## src/rtl/riscv32ima_mem_arbiter.sv

```systemverilog
// Shares one single-port memory between the fetch and data ports of the core.
// Data has priority, fetch starvation is bounded, and grants are held across memory stalls.
module riscv32ima_mem_arbiter #(
  parameter int unsigned ADDR_WIDTH = 32,
  parameter int unsigned DATA_WIDTH = 64,
  parameter int unsigned MAX_DBURST = 4
) (
  input  logic                  clk,
  input  logic                  nrst,
  input  logic                  f_ncs,
  input  logic                  f_nwe,
  input  logic [ADDR_WIDTH-1:0] f_addr,
  input  logic [DATA_WIDTH-1:0] f_wdata,
  input  logic [DATA_WIDTH-1:0] f_wmask,
  output logic [DATA_WIDTH-1:0] f_rdata,
  output logic                  f_stall,
  input  logic                  d_ncs,
  input  logic                  d_nwe,
  input  logic [ADDR_WIDTH-1:0] d_addr,
  input  logic [DATA_WIDTH-1:0] d_wdata,
  input  logic [DATA_WIDTH-1:0] d_wmask,
  output logic [DATA_WIDTH-1:0] d_rdata,
  output logic                  d_stall,
  output logic                  m_ncs,
  output logic                  m_nwe,
  output logic [ADDR_WIDTH-1:0] m_addr,
  output logic [DATA_WIDTH-1:0] m_wdata,
  output logic [DATA_WIDTH-1:0] m_wmask,
  input  logic [DATA_WIDTH-1:0] m_rdata,
  input  logic                  m_stall
);

  localparam int unsigned DCNT_W = $clog2(MAX_DBURST + 1);

  typedef enum logic [1:0] {
    OWN_NONE = 2'd0,
    OWN_F    = 2'd1,
    OWN_D    = 2'd2
  } owner_t;

  owner_t              r_lock;
  owner_t              r_rsel;
  owner_t              w_grant;
  owner_t              w_lock_nxt;
  owner_t              w_rsel_nxt;
  logic [DCNT_W-1:0]   r_dcnt;
  logic [DCNT_W-1:0]   w_dcnt_nxt;
  logic                w_f_req;
  logic                w_d_req;
  logic                w_accept;
  logic                w_dcnt_max;

  assign w_f_req    = ~f_ncs;
  assign w_d_req    = ~d_ncs;
  assign w_dcnt_max = (r_dcnt == DCNT_W'(MAX_DBURST));

  // State registers: lock owner, read-data steering, data burst counter.
  always_ff @(posedge clk or negedge nrst) begin
    if (!nrst) begin
      r_lock <= OWN_NONE;
      r_rsel <= OWN_NONE;
      r_dcnt <= '0;
    end else begin
      r_lock <= w_lock_nxt;
      r_rsel <= w_rsel_nxt;
      r_dcnt <= w_dcnt_nxt;
    end
  end

  // Grant selection and next-state; grant is suppressed while reset is held.
  always_comb begin
    w_grant    = OWN_NONE;
    w_lock_nxt = OWN_NONE;
    w_rsel_nxt = OWN_NONE;
    w_dcnt_nxt = r_dcnt;

    if (!nrst) begin
      w_grant = OWN_NONE;
    end else if ((r_lock == OWN_F) && w_f_req) begin
      w_grant = OWN_F;
    end else if ((r_lock == OWN_D) && w_d_req) begin
      w_grant = OWN_D;
    end else if (w_f_req && w_d_req) begin
      w_grant = w_dcnt_max ? OWN_F : OWN_D;
    end else if (w_f_req) begin
      w_grant = OWN_F;
    end else if (w_d_req) begin
      w_grant = OWN_D;
    end

    w_accept = (w_grant != OWN_NONE) && !m_stall;

    if (m_stall && (w_grant != OWN_NONE)) begin
      w_lock_nxt = w_grant;
    end

    if (w_accept && m_nwe) begin
      w_rsel_nxt = w_grant;
    end

    // Count consecutive data wins only while fetch is actually waiting.
    if (!w_f_req || (w_accept && (w_grant == OWN_F))) begin
      w_dcnt_nxt = '0;
    end else if (w_accept && (w_grant == OWN_D) && !w_dcnt_max) begin
      w_dcnt_nxt = r_dcnt + DCNT_W'(1);
    end
  end

  // Request mux towards memory.
  always_comb begin
    m_ncs   = 1'b1;
    m_nwe   = 1'b1;
    m_addr  = '0;
    m_wdata = '0;
    m_wmask = '0;
    case (w_grant)
      OWN_F: begin
        m_ncs   = 1'b0;
        m_nwe   = f_nwe;
        m_addr  = f_addr;
        m_wdata = f_wdata;
        m_wmask = f_wmask;
      end
      OWN_D: begin
        m_ncs   = 1'b0;
        m_nwe   = d_nwe;
        m_addr  = d_addr;
        m_wdata = d_wdata;
        m_wmask = d_wmask;
      end
      default: ;
    endcase
  end

  assign f_stall = w_f_req & ~((w_grant == OWN_F) & ~m_stall);
  assign d_stall = w_d_req & ~((w_grant == OWN_D) & ~m_stall);
  assign f_rdata = (r_rsel == OWN_F) ? m_rdata : '0;
  assign d_rdata = (r_rsel == OWN_D) ? m_rdata : '0;

endmodule

```

## config.mk

```make
export PLATFORM = sky130hd
export DESIGN_NAME = riscv32ima_mem_arbiter
export DESIGN_NICKNAME = d
export VERILOG_FILES = /design/src/rtl/riscv32ima_mem_arbiter.sv
export SDC_FILE = /design/constraint.sdc
export NUM_CORES = 1
export LEC_CHECK = 0
export ABC_AREA = 0
export CAP_MARGIN = 10
export CORE_AREA = 2 2 266 268
export DETAILED_ROUTE_END_ITERATION = 8
export DIE_AREA = 0 0 268 270
export HOLD_SLACK_MARGIN = 0.03
export PLACE_DENSITY = 0.39
export SETUP_SLACK_MARGIN = 0.4
export SYNTH_ARGS = -nofsm -noshare
export SYNTH_HDL_FRONTEND = slang
export SYNTH_SLANG_ARGS = --single-unit
```

## constraint.sdc

```tcl
create_clock -name clk -period 2.4 [get_ports clk]
set_input_delay 0.36 -clock clk [delete_from_list [all_inputs] [get_ports clk]]
set_output_delay 0.36 -clock clk [all_outputs]
set_load 0.1 [all_outputs]
```

==> insert_results.sql, run 1 <==
INSERT INTO impl_metrics (metric_group, metric, value, unit) VALUES
('run_status', 'outcome', 'complete, but fails checks', ''),
('run_status', 'violations', 'setup timing', ''),
('yosys', 'synth_seq_cells', '7', ''),
('route', 'routed-via-count', '7304', ''),
('floorplan', 'die_extent_in_x', '268', 'microns'),
('clocking', 'clock_sinks', '7', ''),
('sta', 'max_freq', '348', 'MHz'),
('sta', 'timing.slew.headroom', '77.0', '%'),
('place', 'detailedPlacementHpwl', '31400', 'microns'),
('critical_path', 'cp_slowest_stage_delay', '0.34', 'ns'),
('route', 'drt_iter0_drc', '109', ''),
('critical_path', 'timing.critical_path.mode_cell', 'sky130_fd_sc_hd__buf_12', ''),
('sta', 'setup_viol_count_final', '166', ''),
('yosys', 'yosysSeqAreaShare', '5.18', '%'),
('cells_and_area', 'area.growth.synth_to_final', '414', '%'),
('critical_path', 'start_kind', 'register', ''),
('clocking', 'clock_transition_time_at_the_flip_flop_clock_pins_of_the_worst_setup_and_hold_paths', '0.04', 'ns'),
('critical_path', 'cp_top_family', 'buffers and inverters', ''),
('critical_path', 'crit_chain', 'inv_1 -> ha_2 -> and2_4 -> o211a_4 -> or2_4 -> ha_4 -> buf_12 -> buf_12 -> buf_12 -> nor2_4 -> buf_12', ''),
('grt', 'first_global_vias', '7775', ''),
('flow_run', 'max_cap_viol_count', '0', ''),
('floorplan', 'dieHeight', '270', 'microns'),
('cells_and_area', 'commonest_non_fill_non_tap_cell_in_the_layout', 'sky130_fd_sc_hd__clkdlybuf4s50_1', ''),
('yosys', 'synthesis.instances', '567', ''),
('route', 'final_antenna_net_count', '0', ''),
('sta', 'timing_worst_slew_pin_value', '0.344', 'ns'),
('critical_path', 'timing.critical_path.fanout_max', '13', ''),
('route', 'dr.pass1.iters', '4', ''),
('yosys', 'yosys.area.top_type_share', '35.5', '%'),
('route', 'drc', '0', ''),
('grt', 'grt-ovfl-total', '0', ''),
('sta', 'min_setup_slack_post_route', '-0.476', 'ns'),
('yosys', 'synth.cell_area', '3380', 'sq um'),
('cells_and_area', 'finalNetCount', '1686', ''),
('power_and_ir_drop', 'power.density_cell_area', '212', 'nW/um^2'),
('yosys', 'number_of_distinct_library_cell_variants_in_the_gate_level_netlist_after_synthesis', '27', ''),
('sta', 'final-max-slew-violation-count', '0', ''),
('clocking', 'htreeDepth', '1', ''),
('route', 'detail_route.wirelength', '37900', 'microns'),
('place', 'placedCellCount', '2202', ''),
('route', 'post_drt_wl_per_cell', '17.0', 'microns'),
('sta', 'shortest_clock_period_the_worst_path_allows_after_layout', '2.88', 'ns'),
('power_and_ir_drop', 'irDropWorstVdd', '0.181', 'mV'),
('critical_path', 'worst_ep_arrival_time', '2.52', 'ns'),
('yosys', 'warnings_synthesis', '0', ''),
('critical_path', 'crit_required', '2.04', 'ns'),
('clocking', 'holdBufCountCts', '0', ''),
('clocking', 'tritoncts', 'built', ''),
('critical_path', 'critPathBufInv', '5', ''),
('yosys', 'synthDominantAreaCellType', 'sky130_fd_sc_hd__a22oi_1', ''),
('floorplan', 'floorplan.rows', '97', ''),
('clocking', 'cts_made_buffers', '3', ''),
('sta', 'finalCritPeriodShare', '120', '%'),
('floorplan', 'design.portCount', '683', ''),
('yosys', 'synth_fp_nets', '963', ''),
('critical_path', 'crit_type', 'register to output port', ''),
('yosys', 'synth.area.top_cells', 'sky130_fd_sc_hd__a22oi_1, sky130_fd_sc_hd__and2_1, sky130_fd_sc_hd__nor2_1, sky130_fd_sc_hd__dfrtp_1, sky130_fd_sc_hd__buf_2', ''),
('grt', 'antenna_found_initial', '4', ''),
('cells_and_area', 'finalNonFillerCells', '2230', ''),
('sta', 'clock_skew', '0.00160', 'ns'),
('floorplan', 'floorplan.die_area', '72400', 'sq um'),
('floorplan', 'initial_core_util', '4.86', '%'),
('place', 'finalWeightedCongestion', '0.843', ''),
('sta', 'totalNegativeSetupSlack', '-67.09', 'ns'),
('min_path', 'classification_of_the_worst_slack_hold_path', 'input pin to async pin', ''),
('clocking', 'clock-root-buffer', 'sky130_fd_sc_hd__clkbuf_16', ''),
('floorplan', 'coreArea', '69500', 'sq um'),
('clocking', 'ctsLongestPathBuffers', '2', ''),
('clocking', 'worstSkewPairLatency', '0.24', 'ns'),
('route', 'post_drt_via_cell_ratio', '3.28', ''),
('cells_and_area', 'most_frequent_cells_in_the_layout', 'sky130_fd_sc_hd__clkdlybuf4s50_1, sky130_fd_sc_hd__buf_12, sky130_fd_sc_hd__a22oi_2, sky130_fd_sc_hd__and2_1, sky130_fd_sc_hd__nor2_4', '');
cell usage after synthesis (all sizes together):
cell and n:
nor2 163, a22oi 160, and2 129, buf 37
clkbuf 31, dfrtp 7, a21oi 5, ha 5
inv 5, nand2 3, nor2b 3, nor3 3
nand2b 2, o21ai 2, or2 2, a211o 1
a211oi 1, a21o 1, a221o 1, nand4b 1
nor4 1, o211a 1, o41ai 1, or3 1
or4 1
area by class of cell:
type	count	area (sq um)	area share (%)
Clock buffer	4	78.8	0.454
Multi-Input combinational cell	487	4650	26.8
Antenna cell	1	2.50	0.0144
Inverter	5	18.8	0.108
Timing Repair Buffer	786	11300	64.8
Tap cell	940	1180	6.77
Sequential cell	7	175	1.01
path summary, 6_finish.rpt:
path | startpoint | end | slack, ns | depth (start not counted)
max | r_dcnt[1] | m_addr[15] | -0.48 | 11
min | nrst | r_lock[1] | 0.51 | 2
max reg2reg | r_dcnt[1] | r_rsel[1] | -0.15 | 13
min reg2reg | r_dcnt[0] | r_dcnt[0] | 0.63 | 3
max in group asynchronous | nrst | r_rsel[1] | 1.77 | 2
min in group clk | r_dcnt[0] | r_dcnt[0] | 0.63 | 3
metrics by stage:
stage,hold slack [ns],cell area (sq um),util [%],power [mW],setup WS (ns)
2_1_floorplan,0.0644,4280,-,1.55,-1.25
3_3_place_gp,0.626,15700,22.5,3.07,-0.506
3_5_place_dp,0.630,15700,22.5,3.07,-0.508
4_1_cts,0.513,16600,23.8,3.55,-0.483
5_1_grt,0.537,17400,25.0,3.81,-0.567
6_report,0.508,17400,25.0,3.68,-0.476
routing by layer:
layer / GRT usage, % / vias to the layer above / wire [microns]
li1: - / 3446 / -
met1: 9.57 / 3419 / 13100
met2: 18.1 / 398 / 20600
met3: 2.74 / 37 / 3390
met4: 1.97 / 4 / 857
met5: 0 / - / 32
registers in the layout (all words and copies together), names as in the netlist:
name	flops
r_dcnt	3
r_lock	2
r_rsel	2
power breakdown:
group	switching, mW	internal (mW)
clock	0.0702	0.222
sequential	0.00118	0.121
combinational	1.77	1.49
repair_timing:
action                                  in CTS  in global routing
resized for setup                          168                108
cloned                                       3                 11
endpoints found under the setup margin     192                213
setup buffers                                3                  6
pin swaps                                   12                 37
cells by family (layout without fill, tap and decap cells):
kind of cell,after synthesis,after routing,synth area share [%]
other,0,1,0
AO/OA/AOI/OAI,173,173,38.3
adder cells (fa/ha/maj),5,5,1.85
buffers and inverters,73,795,9.77
flip-flops,7,7,5.18
AND/OR/NAND/NOR,309,309,44.9
Note: power is estimated with default switching activity, not from simulation.
==> run 2: changes to the inputs <==
--- a/config.mk
+++ b/config.mk
@@ -8,6 +8,7 @@
 export ABC_AREA = 0
 export CAP_MARGIN = 10
 export CORE_AREA = 2 2 266 268
+export CTS_CLUSTER_SIZE = 25
 export DETAILED_ROUTE_END_ITERATION = 8
 export DIE_AREA = 0 0 268 270
 export HOLD_SLACK_MARGIN = 0.03
==> results of run 2 <==
No change in the layout: final DEF, timing and power equal those of run 1.
==> RTL edit 1 (settings of run 1) <==
Re-encode `owner_t` (3 values) as one-hot, 3 bits wide.
--- a/src/rtl/riscv32ima_mem_arbiter.sv
+++ b/src/rtl/riscv32ima_mem_arbiter.sv
@@ -33,8 +33,8 @@
   localparam int unsigned DCNT_W = $clog2(MAX_DBURST + 1);
 
-  typedef enum logic [1:0] {
-    OWN_NONE = 2'd0,
-    OWN_F    = 2'd1,
-    OWN_D    = 2'd2
+  typedef enum logic [2:0] {
+    OWN_NONE = 3'b001,
+    OWN_F    = 3'b010,
+    OWN_D    = 3'b100
   } owner_t;
 
Formal check against the unedited RTL: same outputs for any inputs over 4 cycles, from zero or initial values and one cycle with nrst low; so few cycles prove little.
==> RTL edit 1 against run 1 <==
  * The flow still finishes with violations (setup timing)
  * Worst setup slack gained 220 ps
  * Sequential cell count grew 2
  * Power grew 11%
  * Cell area shrank 5.9%
  * Critical path depth shrank 2
  * Area after synthesis shrank 10%
  * Die area is the same
  * Wire length grew 13%
  * Critical path type unchanged
  * Critical endpoint is now m_wdata[9]
==> RTL edit 1: results (changes against run 1) <==
* Outcome: finished, violations left
* Failing checks: setup timing
* Critical path data arrival time at 2290 ps (-230 ps)
* # setup viols final at 162 (-2.4%)
* Seq_cells at 9 (+2)
* Vias in the first global route at 7,033 (-9.5%)
* Met1 WL at 15,650 microns (+20%)
* Top post-synthesis cells by count: 160 x a22o_1, 130 x and2_1, 20 x clkbuf_1
* Resized cells post-CTS at 23 (-86%)
* Headroom to the max-slew limit at 0.7554 (-0.01477)
* All-Layer GR Usage at 0.1085 (+0.01580)
* N_diodes at 3 (+2)
* DR WL/cell at 21.04 microns (+24%)
* Fin Setup TNS at -28,940 ps (+38,150 ps)
* Multiplexer share of the synthesized area at 0.003303 (+0.003303)
* Final WS setup at -253.3 ps (+222.7 ps)
* First-pass GRT wire length at 55,730 microns (+9.6%)
* Net Count, Synth at 781 (-19%)
* Skew final at 5.202 ps (+3.606 ps)
* Share of cells above drive strength 1 at 0.6060 (+0.04123)
* GR Util met2 at 0.2043 (+0.02332)
* Bufs w/o clock at 755 (-3.9%)
* CP Max Fanout at 28 (+15)
* Post-synthesis sequential area ratio at 0.07514 (+0.02333)
* Final clock-cell share at 0.004822 (+0.0002821)
* Met3 global-route usage at 0.03948 (+0.01213)
* WL met3 at 4307 microns (+27%)
* Synth Area in Adders at 0.008258 (-0.01025)
* Nets at 1,493 (-11%)
* Library cells used by synthesis at 34 (+26%)
* Pre-CTS WS at -251.2 ps (+256.5 ps)
* Reg area at 227.7 sq um (+30%)
* DP HPWL at 37,810 microns (+20%)
* Synth Area in XOR/XNOR at 0.002890 (+0.002890)
* Area of the multi-input gates at 4065 sq um (-13%)
* Area contributors post-synth: a22o_1 46%, and2_1 27%, dfrtp_1 5.8%
* Fraction of area in multi-input gates at 0.2487 (-0.01939)
* Met2 wire len at 22,440 microns (+9.0%)
* Initial antenna violation count at 8 (+4)
* Switch share at 0.5062 (+0.005442)
* Largest area contributor in the synthesized netlist: a22o_1
* #MultiIn Comb at 323 (-34%)
* Non-clock buffer share at 0.6582 (+0.009832)
* Placed inst area at 15,700 sq um (+0.18%)
* M1 GR Usage at 0.1175 (+0.02175)
* Largest regs: r_dcnt (3), r_lock (3), r_rsel (3)
* Placer congestion estimate at 0.8665 (+2.8%)
* Clk power at 306 uW (+5%)
* Maximum vdd drop at 154.1 uV (-15%)
## RTL edit 1: cell types whose count changed in the layout (fill, tap and decap cells not counted), sizes merged, moves of 4 or more
| cell | delta |
|---|---|
| a22oi | -159 |
| buf | -28 |
| a21oi | -4 |
| a22o | +160 |
| nor2 | -159 |
## RTL edit 1: critical path: stages, from the launching register on
cell and delay, ps:
dfrtp_1 360, inv_2 60, ha_4 170, o2bb2ai_4 130, a221oi_4 340, nor3_4 100
buf_12 170, buf_16 190, a22o_4 290, buf_12 160
## RTL edit 1: final timing paths
path | startpoint | to | slack [ps] | cells past startpoint
hold reg to reg | r_dcnt[2] | r_dcnt[2] | 630 | 2
min in group clk | r_dcnt[2] | r_dcnt[2] | 630 | 2
max in group asynchronous | nrst | r_rsel[0] | 1600 | 2
setup / recovery | r_dcnt[1] | m_wdata[9] | -250 | 9
setup reg to reg | r_dcnt[1] | r_dcnt[2] | 370 | 11
hold / removal | nrst | r_dcnt[2] | 580 | 2
==> RTL edit 2 (config.mk and constraints of run 1) <==
Made on the original files. `ADDR_WIDTH`: 32 -> 64.
--- a/src/rtl/riscv32ima_mem_arbiter.sv
+++ b/src/rtl/riscv32ima_mem_arbiter.sv
@@ -2,5 +2,5 @@
 // Data has priority, fetch starvation is bounded, and grants are held across memory stalls.
 module riscv32ima_mem_arbiter #(
-  parameter int unsigned ADDR_WIDTH = 32,
+  parameter int unsigned ADDR_WIDTH = 64,
   parameter int unsigned DATA_WIDTH = 64,
   parameter int unsigned MAX_DBURST = 4
Ports: changed (resized d_addr, f_addr and m_addr); port bits go from 683 to 779. The function was not compared with the original's and may differ.
==> RTL edit 2 against run 1 <==
  * The flow still finishes with violations (setup timing)
  * Cell area up 20%
  * Worst hold slack worse by 430 ps
  * Area after synthesis up 12%
  * Core utilization up 4.9 points
  * Sequential cell count unchanged
  * Clock skew up 0.90 ps
  * Power up 24%
  * Worst setup slack worse by 130 ps
  * Via count up 18%
  * Clock power down 3%
  * Wire length up 33%
==> RTL edit 2: results (changes against run 1) <==
* Final wirelength at 50,290 microns (+33%)
* Failing checks: setup timing
* # setup viols final at 198 (+19%)
* First-pass GRT wire length at 65,240 microns (+28%)
* Net Count, Synth at 1,102 (+14%)
* Pre-CTS WS at -692.1 ps (-184.4 ps)
* Skew final at 2.493 ps (+0.8970 ps)
* Switch share at 0.4938 (-0.006985)
* Maximum vdd drop at 141.5 uV (-22%)
* Area contributors post-synth: a22oi_1 38%, and2_1 21%, nor2_1 19%
* Least-Margin Pin Slew at 326.9 ps (-16.70 ps)
* All-Layer GR Usage at 0.1231 (+0.03039)
* Leak pwr at 7.095 nW (+22%)
* Vias at 8,588 (+18%)
* Final WS setup at -608.6 ps (-132.6 ps)
* Final Critical Period at 3009 ps (+132.6 ps)
* Vias in the first global route at 9,062 (+17%)
* Critical path data arrival time at 2650 ps (+130 ps)
* Port buffer count at 778 (+14%)
* Share of cells above drive strength 1 at 0.5859 (+0.02109)
* Initial antenna violation count at 8 (+4)
* Top post-synthesis cells by count: 195 x nor2_1, 192 x a22oi_1, 128 x and2_1
* Nets at 2,004 (+19%)
* Placer congestion estimate at 0.8546 (+1.4%)
* Initial DRC Count at 201 (+84%)
* Outcome: finished, violations left
* CP Max Fanout at 16 (+3)
* DP HPWL at 40,820 microns (+30%)
* Post-synthesis sequential area ratio at 0.04636 (-0.005456)
* Placed inst area at 18,410 sq um (+17%)
* Non-Filler Instances at 2,488 (+12%)
-- RTL edit 2: cell count changes after synthesis, sizes merged --
cell    change
nor2       +32
a22oi      +32
clkbuf      +5
buf         +6
-- RTL edit 2: power by group through the flow --
| stage | Clock, mW | Sequential (mW) | Combinational [mW] |
|---|---|---|---|
| global placement | 0 | 0.124 | 3.64 |
| detailed placement | 0 | 0.124 | 3.65 |
| finish | 0.283 | 0.122 | 4.17 |
| global route | 0.296 | 0.122 | 4.34 |
| CTS | 0.286 | 0.122 | 3.89 |
| floorplan | 0 | 0.123 | 1.92 |
-- RTL edit 2: logic make-up (layout without fill, tap and decap cells) --
group / after synthesis / after routing / synth area share
buffers and inverters: 84 / 985 / 0.09735
other: 0 / 5 / 0
AND/OR/NAND/NOR: 341 / 341 / 0.4338
flip-flops: 7 / 7 / 0.04636
AO/OA/AOI/OAI: 205 / 205 / 0.4060
adder cells (fa/ha/maj): 5 / 5 / 0.01656
-- RTL edit 2: through the flow --
stage          TNS [ps]  hold WS, ps
4_1_cts          -96500        86.71
5_1_grt         -108500        92.06
3_5_place_dp     -97160        590.9
2_1_floorplan    -70890        64.41
3_3_place_gp     -99000        602.3
6_report         -91480        77.66
-- RTL edit 2: layout make-up --
cell class              instances  area, sq um  area share
repair buffers                976        13730      0.6601
multi-input cells             551         5608      0.2695
inverters                       5        18.77   0.0009021
flip-flops and latches          7        176.4    0.008480
clock buffers                   4        78.83    0.003789
well taps                     940         1176     0.05653
diodes                          5        12.51   0.0006014
-- RTL edit 2: worst max-delay path: stages (launching register included) --
cell and delay, ps:
dfrtp_1 340, inv_1 50, ha_2 180, and2_4 150, o211a_4 240, or2_4 240
ha_4 190, buf_16 160, buf_12 170, a22oi_2 280, buf_4 180, nor2_4 40
buf_12 150
-- RTL edit 2: path summary, 6_finish.rpt --
path	start	end	slack [ps]	cells after the start
worst max-delay path	r_dcnt[0]	m_wdata[15]	-610	12
worst min-delay path	nrst	r_lock[0]	80	1
worst max register to register	r_dcnt[0]	r_rsel[1]	-200	12
worst min register to register	r_dcnt[2]	r_dcnt[2]	660	3
max in group asynchronous	nrst	r_rsel[0]	1970	2
min in group clk	f_ncs	r_dcnt[2]	610	4
-- RTL edit 2: what timing repair did --
action,CTS,global route
resized for setup,133,165
cloned,5,18
setup buffers,11,27
endpoints found under the setup margin,205,226
pin swaps,6,48
-- RTL edit 2: metal layers --
| layer | track usage | vias to the layer above | wire length, microns |
|---|---|---|---|
| met3 | 0.03082 | 28 | 3796 |
| met2 | 0.2377 | 430 | 27600 |
| met5 | 0 | - | 13 |
| met1 | 0.1344 | 4033 | 18110 |
| met4 | 0.02146 | 2 | 764 |
| li1 | - | 4095 | - |
